### src/rtl/gcd_ctrl.sv
// gcd_ctrl: control FSM for a subtractive 32-bit GCD datapath.
// It sequences the operand load, then one subtract step per cycle, then the
// result load. A run that does not converge within MAX_ITER steps is aborted
// and flagged.
//
// Ports:
//   clk        rising-edge clock
//   rst        synchronous active-high reset
//   start      run request, accepted only while ready
//   a_gt_b     datapath comparator flag, A > B
//   a_eq_b     datapath comparator flag, A == B
//   a_lt_b     datapath comparator flag, A < B
//   a_sel      A mux select: 1 = in1, 0 = A-B
//   b_sel      B mux select: 1 = in2, 0 = B-A
//   a_ld       A register load enable
//   b_ld       B register load enable
//   output_en  result register load enable
//   ready      idle, start accepted this cycle
//   busy       run in progress
//   done       one-cycle completion pulse, on success and on error
//   err        last run aborted, held until the next accepted start
//   iter_count subtract steps taken in the current or last run
module gcd_ctrl #(
    parameter int unsigned      CNT_W    = 16,
    parameter logic [CNT_W-1:0] MAX_ITER = CNT_W'(16'hFFFF)
) (
    input  logic             clk,
    input  logic             rst,
    input  logic             start,
    input  logic             a_gt_b,
    input  logic             a_eq_b,
    input  logic             a_lt_b,
    output logic             a_sel,
    output logic             b_sel,
    output logic             a_ld,
    output logic             b_ld,
    output logic             output_en,
    output logic             ready,
    output logic             busy,
    output logic             done,
    output logic             err,
    output logic [CNT_W-1:0] iter_count
);

    typedef enum logic [2:0] {
        S_IDLE  = 3'd0,
        S_LOAD  = 3'd1,
        S_CHECK = 3'd2,
        S_OUT   = 3'd3,
        S_FIN   = 3'd4,
        S_ERR   = 3'd5
    } state_e;

    state_e           state_q, state_d;
    logic [CNT_W-1:0] iter_q, iter_d;
    logic             err_q, err_d;

    // CHECK decision terms, shared by next-state and output decode
    logic flags_ok;
    logic at_limit;
    logic step_c;

    assign flags_ok = $onehot({a_gt_b, a_eq_b, a_lt_b});
    assign at_limit = (iter_q == MAX_ITER);
    // A subtract step happens only when no earlier priority term applies
    assign step_c   = (state_q == S_CHECK) && flags_ok && !a_eq_b && !at_limit;

    // State register
    always_ff @(posedge clk) begin
        if (rst) begin
            state_q <= S_IDLE;
        end else begin
            state_q <= state_d;
        end
    end

    // Next-state decode
    always_comb begin
        state_d = state_q;
        case (state_q)
            S_IDLE: begin
                if (start) begin
                    state_d = S_LOAD;
                end
            end
            S_LOAD: begin
                state_d = S_CHECK;
            end
            S_CHECK: begin
                // Illegal flags beat equality, equality beats the limit
                if (!flags_ok) begin
                    state_d = S_ERR;
                end else if (a_eq_b) begin
                    state_d = S_OUT;
                end else if (at_limit) begin
                    state_d = S_ERR;
                end
            end
            S_OUT:   state_d = S_FIN;
            S_FIN:   state_d = S_IDLE;
            S_ERR:   state_d = S_IDLE;
            default: state_d = S_IDLE;
        endcase
    end

    // Output decode: Moore terms per state, Mealy load strobes in CHECK
    always_comb begin
        a_sel     = 1'b0;
        b_sel     = 1'b0;
        a_ld      = 1'b0;
        b_ld      = 1'b0;
        output_en = 1'b0;
        done      = 1'b0;
        ready     = (state_q == S_IDLE);
        busy      = (state_q != S_IDLE);
        case (state_q)
            S_LOAD: begin
                a_sel = 1'b1;
                b_sel = 1'b1;
                a_ld  = 1'b1;
                b_ld  = 1'b1;
            end
            S_CHECK: begin
                // Mux selects stay 0 so the loaded value is the difference
                if (step_c) begin
                    a_ld = a_gt_b;
                    b_ld = a_lt_b;
                end
            end
            S_OUT: begin
                output_en = 1'b1;
            end
            S_FIN, S_ERR: begin
                done = 1'b1;
            end
            default: begin
            end
        endcase
    end

    // Iteration counter and sticky error flag
    always_comb begin
        iter_d = iter_q;
        err_d  = err_q;
        if (state_q == S_LOAD) begin
            iter_d = '0;
        end else if (step_c) begin
            // step_c excludes iter_q == MAX_ITER, so this cannot pass the limit
            iter_d = iter_q + CNT_W'(1);
        end
        if ((state_q == S_IDLE) && start) begin
            err_d = 1'b0;
        end else if (state_d == S_ERR) begin
            // Set on entry so err is visible together with done
            err_d = 1'b1;
        end
    end

    always_ff @(posedge clk) begin
        if (rst) begin
            iter_q <= '0;
            err_q  <= 1'b0;
        end else begin
            iter_q <= iter_d;
            err_q  <= err_d;
        end
    end

    assign err        = err_q;
    assign iter_count = iter_q;

endmodule
### config.mk
export PLATFORM = sky130hd
export DESIGN_NAME = gcd_ctrl
export DESIGN_NICKNAME = d
export VERILOG_FILES = /design/src/rtl/gcd_ctrl.sv
export SDC_FILE = /design/constraint.sdc
export NUM_CORES = 1
export LEC_CHECK = 0
export CAP_MARGIN = 20
export CELL_PAD_IN_SITES_DETAIL_PLACEMENT = 0
export CELL_PAD_IN_SITES_GLOBAL_PLACEMENT = 1
export CORE_ASPECT_RATIO = 0.5
export CORE_MARGIN = 2
export CORE_UTILIZATION = 34
export CTS_BUF_LIST = sky130_fd_sc_hd__clkbuf_4 sky130_fd_sc_hd__clkbuf_8 sky130_fd_sc_hd__clkbuf_16
export DETAILED_ROUTE_END_ITERATION = 7
export PLACE_DENSITY_LB_ADDON = 0.15
export SLEW_MARGIN = 5
export SYNTH_ARGS = -nofsm -noshare
export SYNTH_HDL_FRONTEND = slang
export SYNTH_SLANG_ARGS = --single-unit
### constraint.sdc
create_clock -name clk -period 4.32 [get_ports clk]
set_clock_uncertainty 0.15 [all_clocks]
set_input_delay 1.08 -clock clk [delete_from_list [all_inputs] [get_ports clk]]
set_output_delay 1.08 -clock clk [all_outputs]
set_load 0.1 [all_outputs]
==> flow_summary.toml, run 1 <==
[worst_setup_path]
cp-end-kind = "primary output"
crit_type = "in -> out"
rr_startpoint = "state_q[0]"
critPathMaxFanout = 3
critical_path_required_ns = 3.09
r2r_cells = 5
rrSetupSlack_ns = 1.82
r2r-end = "iter_count[15]"
cp-start-kind = "input pin"
critical_path_arrival_ns = 3.02

[drt]
first_pass_iters = 4
num_vias = 1152
via_per_inst = 5.383
wl_per_cell_um = 13.06
remaining_drc_errors = 0
drtIter0Drc = 44
drt-total-wl_mm = 2.795
antenna_left = 0

[min_path]
min_path_type = "reg -> reg"
min_from = "iter_count[14]"
min_path_cells = 2
hold_end = "iter_count[14]"

[pwr]
p_total_w = 0.0004552
power_density_mw_per_mm2 = 280.9
ir_drop_mv = 0.1744
pwr-share-clk_pct = 32.6
switching_share_pct = 33.88
seqPwrFrac_pct = 41.7
p_int_w = 0.0003010
p_sw_w = 0.0001542
comb_power_share_pct = 25.7
p_leak_nw = 0.5253

[synthesis]
syn_inst = 139
synth_edf_count = 0
seq_area_frac_synth_pct = 35.67
syn_nets = 147
ys_types = 34
syn_area_mm2 = 0.001122
ys_ff_latch = 20
synthArstFlopShare_pct = 0
yosys_warnings = 0
synthFlopType = "dfxtp_1"
synth_area_per_cell_um2 = 8.074

[global_routing]
met1_usage_pct = 21.52
overflow = 0
grt_max_degree = 19
antenna_found_initial = 0
grt_pass1_wl_mm = 4.843
busiest_layer = "met2"
grt_pass1_vias = 1039
grt_use_met2_pct = 25.62
grtUsageTotal_pct = 16.14
met3_usage_pct = 5.970

[cells_and_area]
design_area_mm2 = 0.001620
num_antenna_cells = 0
layout-drive-gt1-share_pct = 21.26
fin_nets = 183
synthToLayoutAreaGrowth_pct = 44.37
fin_cells = 214

[placed_design]
post-place-cells = 209
hpwl_mm = 2.019
port_buffers = 30
gp_congestion = 0.8224
placed_area_mm2 = 0.001570

[job]
max_cap_violations = 0

[floorplan]
core.rowCount = 14
die_x_um = 85.25
die_area_mm2 = 0.003804
coreArea_mm2 = 0.003065
die_h_um = 44.63
pin_count = 31
start_util_pct = 36.61

[clock_tree]
cts_tree = "built"
clk_latency_ns = 0.26
cts_buffers = 3
clock_path_buffers = 2
cts_hold_buf = 0
ctsHtreeMaxLevel = 1
root_buffer = "clkbuf_8"
clock_sinks = 20
clk_pin_slew_ns = 0.08

[sta]
max_freq_ghz = 0.2352
tns_ns = 0
finalSetupViolations = 0
rsz0062_at_grt = "no"
tightest_slew_ns = 0.9683
max_slew_margin_pct = 35.24
fin_crit_sh_pct = 98.44
whs_ns = 0.3670
layout_min_cycle_time_ns = 4.253
hold_viol = 0
slew_viol_final = 0

[status]
status = "finished clean"
final cells by class:
cell class                 instances  area [um2]
clock buffer                       4       55.05
tap                               40       50.05
multi-input combinational        100       683.2
sequential                        20       400.4
inverter                           9       48.80
timing repair buffer              41       382.9
fill                             289        1445
cells in the final DEF, fill, tap and decap left out, drive strengths merged:
| master | synthesis | routed |
|---|---|---|
| clkdlybuf4s50 | 0 | 22 |
| dfxtp | 20 | 20 |
| a21oi | 18 | 18 |
| buf | 6 | 17 |
| o31ai | 14 | 14 |
| or4 | 14 | 14 |
| inv | 9 | 9 |
| nor2 | 7 | 7 |
| nand3 | 7 | 7 |
| nand2 | 7 | 7 |
| clkbuf | 4 | 6 |
| nand4 | 5 | 5 |
| o21ai | 4 | 4 |
| or3 | 3 | 3 |
| nor4 | 3 | 3 |
| nand2b | 2 | 2 |
| or2 | 2 | 2 |
| nor3b | 1 | 1 |
| nor3 | 1 | 1 |
| or4b | 1 | 1 |
| nor2b | 1 | 1 |
| and4 | 1 | 1 |
| o22ai | 1 | 1 |
| and3 | 1 | 1 |
| and2 | 1 | 1 |
| a211oi | 1 | 1 |
| mux2 | 1 | 1 |
| o211ai | 1 | 1 |
| a221oi | 1 | 1 |
| fa | 1 | 1 |
| ha | 1 | 1 |
worst max-delay path, cell delays in order:
cell	delay (ns)
buf_4	0.13
inv_12	0.03
fa_1	0.48
or4b_4	0.53
or2_4	0.29
o31ai_4	0.26
buf_12	0.21
flip-flops by register name, indices dropped and copies added, names as in the netlist:
register / count
err: 1
state_q: 3
iter_count: 16
worst max path at each step:
stage	from	endpoint	slack, ns	cells after the start
floorplan	a_eq_b	a_ld	-0.30	6
global placement	a_eq_b	a_ld	-0.42	7
detailed placement	a_eq_b	a_ld	-0.46	7
CTS	a_lt_b	a_ld	0.01	7
global route	a_eq_b	a_ld	0.005	7
finish	a_eq_b	a_ld	0.07	7
synthesized netlist by cell type (4+ instances only):
cell | count | area share (%)
a21oi_1 | 18 | 8.0
clkbuf_1 | 4 | 1.3
dfxtp_1 | 20 | 36
inv_1 | 9 | 3.0
nand2_1 | 7 | 2.3
nand3_1 | 7 | 3.1
nand4_1 | 5 | 2.8
nor2_1 | 7 | 2.3
o21ai_0 | 4 | 1.8
o31ai_1 | 14 | 9.4
or4_1 | 12 | 8.0
routing by layer:
layer	vias up	routed length (um)
li1	599	-
met5	-	0
met1	526	1455
met2	25	1173
met3	2	157
met4	0	8
logic make-up (layout without fill, tap and decap cells):
kind of cell	after synthesis	count (layout)	share of synthesized area, %
and+or+nand+nor	57	57	30.99
AOI/OAI and AO/OA	40	40	21.85
DFF	20	20	35.67
buffers and inverters	19	54	7.581
adders and majority gates	2	2	2.898
muxes	1	1	1.003
through the flow:
step,worst slack [ns],util [%]
after global routing,0.004574,52.86
final,0.06739,52.86
after detailed placement,-0.4586,51.22
after CTS,0.01097,53.06
after global placement,-0.4211,51.22
after floorplan,-0.3018,-
power groups by stage:
stage | combinational (W) | sequential [W] | clock (W)
after detailed placement | 0.000118 | 0.000194 | 0
after floorplan | 0.0000828 | 0.000197 | 0
after global placement | 0.000117 | 0.000194 | 0
final | 0.000117 | 0.000190 | 0.000148
after global routing | 0.000123 | 0.000190 | 0.000164
after CTS | 0.000118 | 0.000190 | 0.000153
repair_timing:
item                                    in CTS  in global routing
resized for setup                            8                  5
endpoints found under the setup margin       2                  1
setup buffers                                1                  0
pin swaps                                    4                  4
(Power assumes the default switching activity.)
==> run 2, diff against run 1 <==
--- a/config.mk
+++ b/config.mk
@@ -9,7 +9,7 @@
 export CELL_PAD_IN_SITES_DETAIL_PLACEMENT = 0
 export CELL_PAD_IN_SITES_GLOBAL_PLACEMENT = 1
 export CORE_ASPECT_RATIO = 0.5
-export CORE_MARGIN = 2
+export CORE_MARGIN = 5
 export CORE_UTILIZATION = 34
 export CTS_BUF_LIST = sky130_fd_sc_hd__clkbuf_4 sky130_fd_sc_hd__clkbuf_8 sky130_fd_sc_hd__clkbuf_16
 export DETAILED_ROUTE_END_ITERATION = 7
==> run 2 against run 1 <==
  * Register-to-register slack worse by 0.02 ns
  * Critical path depth is the same
  * Cell count decreased by 0.47%
  * Sequential share of layout area increased by 0.15 points
  * Utilization decreased by 0.62 points
  * Cell area decreased by 0.62%
  * Count of clock-buffer cells in the layout unchanged
  * Total power shrank 0.69%
==> flow_summary.toml, run 2 (same netlist as run 1, synthesis figures left out) <==
[status]
status = "finished clean"

[floorplan]
coreArea_mm2 = 0.003083
die_h_um = 50.63
core.rowCount = 14
pin_count = 31
die_area_mm2 = 0.004620
die_x_um = 91.25
start_util_pct = 36.40

[placed_design]
placed_area_mm2 = 0.001570
gp_congestion = 0.7327
hpwl_mm = 2.188
port_buffers = 30
post-place-cells = 209

[global_routing]
grt_pass1_wl_mm = 4.809
grt_max_degree = 18
overflow = 0
grtUsageTotal_pct = 12.72
grt_pass1_vias = 998
antenna_found_initial = 0

[worst_setup_path]
crit_type = "in -> out"
cp-start-kind = "input pin"
rrSetupSlack_ns = 1.80
r2r_cells = 5
critical_path_required_ns = 3.09
cp-end-kind = "primary output"
r2r-end = "iter_count[13]"
critPathMaxFanout = 3
critical_path_arrival_ns = 3.02
rr_startpoint = "state_q[0]"

[cells_and_area]
largest_reg_flops = 16
fin_nets = 182
design_area_mm2 = 0.001610
fin_cells = 213
synthToLayoutAreaGrowth_pct = 43.48
postLayoutCoreUtil_pct = 52.23
num_antenna_cells = 0
layout-drive-gt1-share_pct = 20.81
mostFrequentLayoutCells = "22 x clkdlybuf4s50_1, 20 x dfxtp_1, 18 x a21oi_1"
mostFrequentLayoutCell = "clkdlybuf4s50_1"

[pwr]
ir_drop_mv = 0.1346
comb_power_share_pct = 25.8
p_sw_w = 0.0001515
seqPwrFrac_pct = 42.0
p_leak_nw = 0.5216
pwr-share-clk_pct = 32.2
p_total_w = 0.0004521
power_density_mw_per_mm2 = 280.8
switching_share_pct = 33.50
p_int_w = 0.0003006

[sta]
rsz0062_at_grt = "no"
layout_min_cycle_time_ns = 4.248
finalSetupViolations = 0
max_slew_margin_pct = 35.13
slew_viol_final = 0
tightest_slew_ns = 0.9700
fin_crit_sh_pct = 98.32
max_freq_ghz = 0.2354
hold_viol = 0
tns_ns = 0

[clock_tree]
ctsHtreeMaxLevel = 1
cts_hold_buf = 0
cts_buffers = 3
postCtsSetupBuffers = 0
clk_latency_ns = 0.26
root_buffer = "clkbuf_8"
clk_pin_slew_ns = 0.07
clock_sinks = 20
clock_path_buffers = 2
cts_tree = "built"

[drt]
first_pass_iters = 4
wl_per_cell_um = 13.56
remaining_drc_errors = 0
num_vias = 1154
drt-total-wl_mm = 2.888
via_per_inst = 5.418
antenna_left = 0
drtIter0Drc = 60

[min_path]
min_path_type = "reg -> reg"
min_path_cells = 2
hold_end = "iter_count[14]"
min_from = "iter_count[14]"

[job]
max_cap_violations = 0
run 2: cell types whose count changed in the layout (fill, tap and decap cells not counted), sizes merged:
cell,previous run,this run
buf,17,16
run 2: power by group through the flow:
stage / registers (W) / logic [W] / clock network (W)
after detailed placement: 0.000194 / 0.000119 / 0
after floorplan: 0.000197 / 0.0000828 / 0
after CTS: 0.000190 / 0.000118 / 0.000154
after global placement: 0.000194 / 0.000119 / 0
after global routing: 0.000190 / 0.000122 / 0.000161
final: 0.000190 / 0.000117 / 0.000145
run 2: layer usage:
layer	part of all wire (%)	vias to the layer above	wire length, um	track usage [%]
met1	52	532	1488	16.87
met5	0	-	0	0
met4	0.28	0	8	3.659
met2	43	26	1232	19.38
met3	5.5	2	158	4.776
li1	-	594	-	-
run 2: final cells by class:
type	instances	area [um2]
Clock buffer	4	55.05
Fill cell	297	1473
Inverter	9	48.80
Multi-Input combinational cell	100	683.2
Sequential cell	20	400.4
Tap cell	40	50.05
Timing Repair Buffer	40	372.9
run 2: repair_timing:
item | 4_1_cts | 5_1_grt
setup endpoints to repair | 2 | 1
gates resized for setup | 7 | 4
pin swaps | 4 | 4
run 2: worst max path at each step:
stage / from / cells after the start / endpoint
2_1_floorplan: a_eq_b / 6 / a_ld
3_3_place_gp: a_eq_b / 7 / a_ld
3_5_place_dp: a_eq_b / 7 / a_ld
4_1_cts: a_gt_b / 7 / a_ld
5_1_grt: a_eq_b / 7 / a_ld
6_report: a_eq_b / 7 / a_ld
run 2: worst max-delay path: stages:
cell and delay (ns):
buf_2 0.17, inv_12 0.03, fa_1 0.44, or4b_4 0.53, or2_4 0.29, o31ai_4 0.26
buf_12 0.21
run 2: through the flow:
stage | setup WS [ns] | hold WS (ns)
2_1_floorplan | -0.3018 | 0.3904
3_3_place_gp | -0.4267 | 0.3445
3_5_place_dp | -0.4528 | 0.3502
4_1_cts | 0.01754 | 0.3610
5_1_grt | 0.01852 | 0.3881
6_report | 0.07237 | 0.3613
==> run 3, diff against run 2 <==
--- a/config.mk
+++ b/config.mk
@@ -10,8 +10,8 @@
 export CELL_PAD_IN_SITES_GLOBAL_PLACEMENT = 1
 export CORE_ASPECT_RATIO = 0.5
 export CORE_MARGIN = 5
-export CORE_UTILIZATION = 34
-export CTS_BUF_LIST = sky130_fd_sc_hd__clkbuf_4 sky130_fd_sc_hd__clkbuf_8 sky130_fd_sc_hd__clkbuf_16
+export CORE_UTILIZATION = 35
+export CTS_BUF_LIST = sky130_fd_sc_hd__clkbuf_8
 export DETAILED_ROUTE_END_ITERATION = 7
 export PLACE_DENSITY_LB_ADDON = 0.15
 export SLEW_MARGIN = 5
==> run 3 against run 2 <==
  * Non-clock buffer count increased by 2
  * Clock power about the same
  * First-iteration DRC count decreased by 28%
  * Critical path depth unchanged
  * Critical path type unchanged
  * Critical endpoint unchanged
==> flow_summary.toml, run 3 (same netlist as run 1, synthesis figures left out) <==
[clock_tree]
ctsHtreeMaxLevel = 1
clk_pin_slew_ns = 0.08
cts_tree = "built"
clock_sinks = 20
root_buffer = "clkbuf_8"
cts_hold_buf = 0
cts_buffers = 3
clock_path_buffers = 2
clk_latency_ns = 0.27

[status]
status = "finished clean"

[sta]
tns_ns = 0
setup_slack_ns = 0.07184
fin_crit_sh_pct = 98.34
max_freq_ghz = 0.2354
rsz0062_at_grt = "no"
whs_ns = 0.3588
hold_viol = 0
layout_min_cycle_time_ns = 4.248
tightest_slew_ns = 0.9738
finalSetupViolations = 0
max_slew_margin_pct = 34.88
slew_viol_final = 0

[placed_design]
port_buffers = 30
hpwl_mm = 2.060
gp_congestion = 0.7461
pre_cts_ws_ns = -0.4727

[cells_and_area]
mostFrequentLayoutCells = "22 x clkdlybuf4s50_1, 20 x dfxtp_1, 18 x a21oi_1"
multiInputGateArea_um2 = 683.2
largest_reg_flops = 16
mostFrequentLayoutCell = "clkdlybuf4s50_1"
num_antenna_cells = 0
num-fill-cells = 316
postLayoutCoreUtil_pct = 53.72
seqCellArea_um2 = 400.4
fin_nets = 184
synthToLayoutAreaGrowth_pct = 45.04
layout-drive-gt1-share_pct = 21.71

[floorplan]
die_x_um = 90.09
core.rowCount = 14
coreArea_mm2 = 0.003030
start_util_pct = 37.04
die_area_mm2 = 0.004508
die_h_um = 50.04
pin_count = 31

[worst_setup_path]
critPathMaxFanout = 3
critical_path_arrival_ns = 3.02
critical_path_required_ns = 3.09
cp-start-kind = "input pin"
crit_type = "in -> out"
cp-end-kind = "primary output"

[drt]
wl_per_cell_um = 12.82
remaining_drc_errors = 0
first_pass_iters = 4
drt-total-wl_mm = 2.756
antenna_left = 0
via_per_inst = 5.433
num_vias = 1168
drtIter0Drc = 43

[global_routing]
grtUsageTotal_pct = 12.69
overflow = 0
grt_pass1_vias = 1006
antenna_found_initial = 0
grt_pass1_wl_mm = 4.671
grt_max_degree = 19

[pwr]
p_leak_nw = 0.5301
power_density_mw_per_mm2 = 279.3
p_total_w = 0.0004547
ir_drop_mv = 0.1729

[min_path]
min_path_type = "reg -> reg"

[job]
max_cap_violations = 0
-- run 3: changes by cell type in the layout (fill, tap and decap cells not counted) --
cell,change
buf_2,-1
buf_4,+3
-- run 3: worst paths after layout --
kind,from,depth (start not counted),slack (ns),to
setup reg to reg,state_q[0],5,1.80,iter_count[15]
hold reg to reg,iter_count[7],2,0.36,iter_count[7]
setup / recovery,a_eq_b,7,0.07,a_ld
hold / removal,iter_count[7],2,0.36,iter_count[7]
-- run 3: worst max-delay path, stage by stage --
cell     delay, ns
buf_4         0.13
inv_12        0.03
fa_1          0.47
or4b_4        0.52
or2_4         0.29
o31ai_4       0.27
buf_12        0.21
-- run 3: through the flow --
step	std cells	area, um2
finish	215	1628
detailed placement	210	1578
floorplan	139	1187
global placement	210	1578
CTS	214	1625
global route	215	1628
-- run 3: what timing repair did --
action,4_1_cts,5_1_grt
resized for setup,7,6
pin swaps,4,4
endpoints found under the hold margin,0,0
setup endpoints to repair,2,1
buffers inserted,0,1
-- run 3: where the power goes --
part / total [W] / leakage [nW] / internal [W] / switching [W]
logic: 0.000117 / 0.340 / 0.0000338 / 0.0000835
clock network: 0.000148 / 0.0288 / 0.0000814 / 0.0000663
registers: 0.000190 / 0.161 / 0.000186 / 0.00000331
-- run 3: layout make-up --
cell class	instances	share of cell area [%]
timing repair buffer	42	23.98
inverter	9	2.998
sequential	20	24.60
clock buffer	4	3.382
multi-input combinational	100	41.97
tap	40	3.075
-- run 3: layer usage --
layer,global-route usage [%],up-vias,routed length [um]
li1,-,609,-
met2,19.54,18,1236
met1,16.49,536,1353
met5,0,-,0
met3,5.319,5,135
met4,2.970,0,30
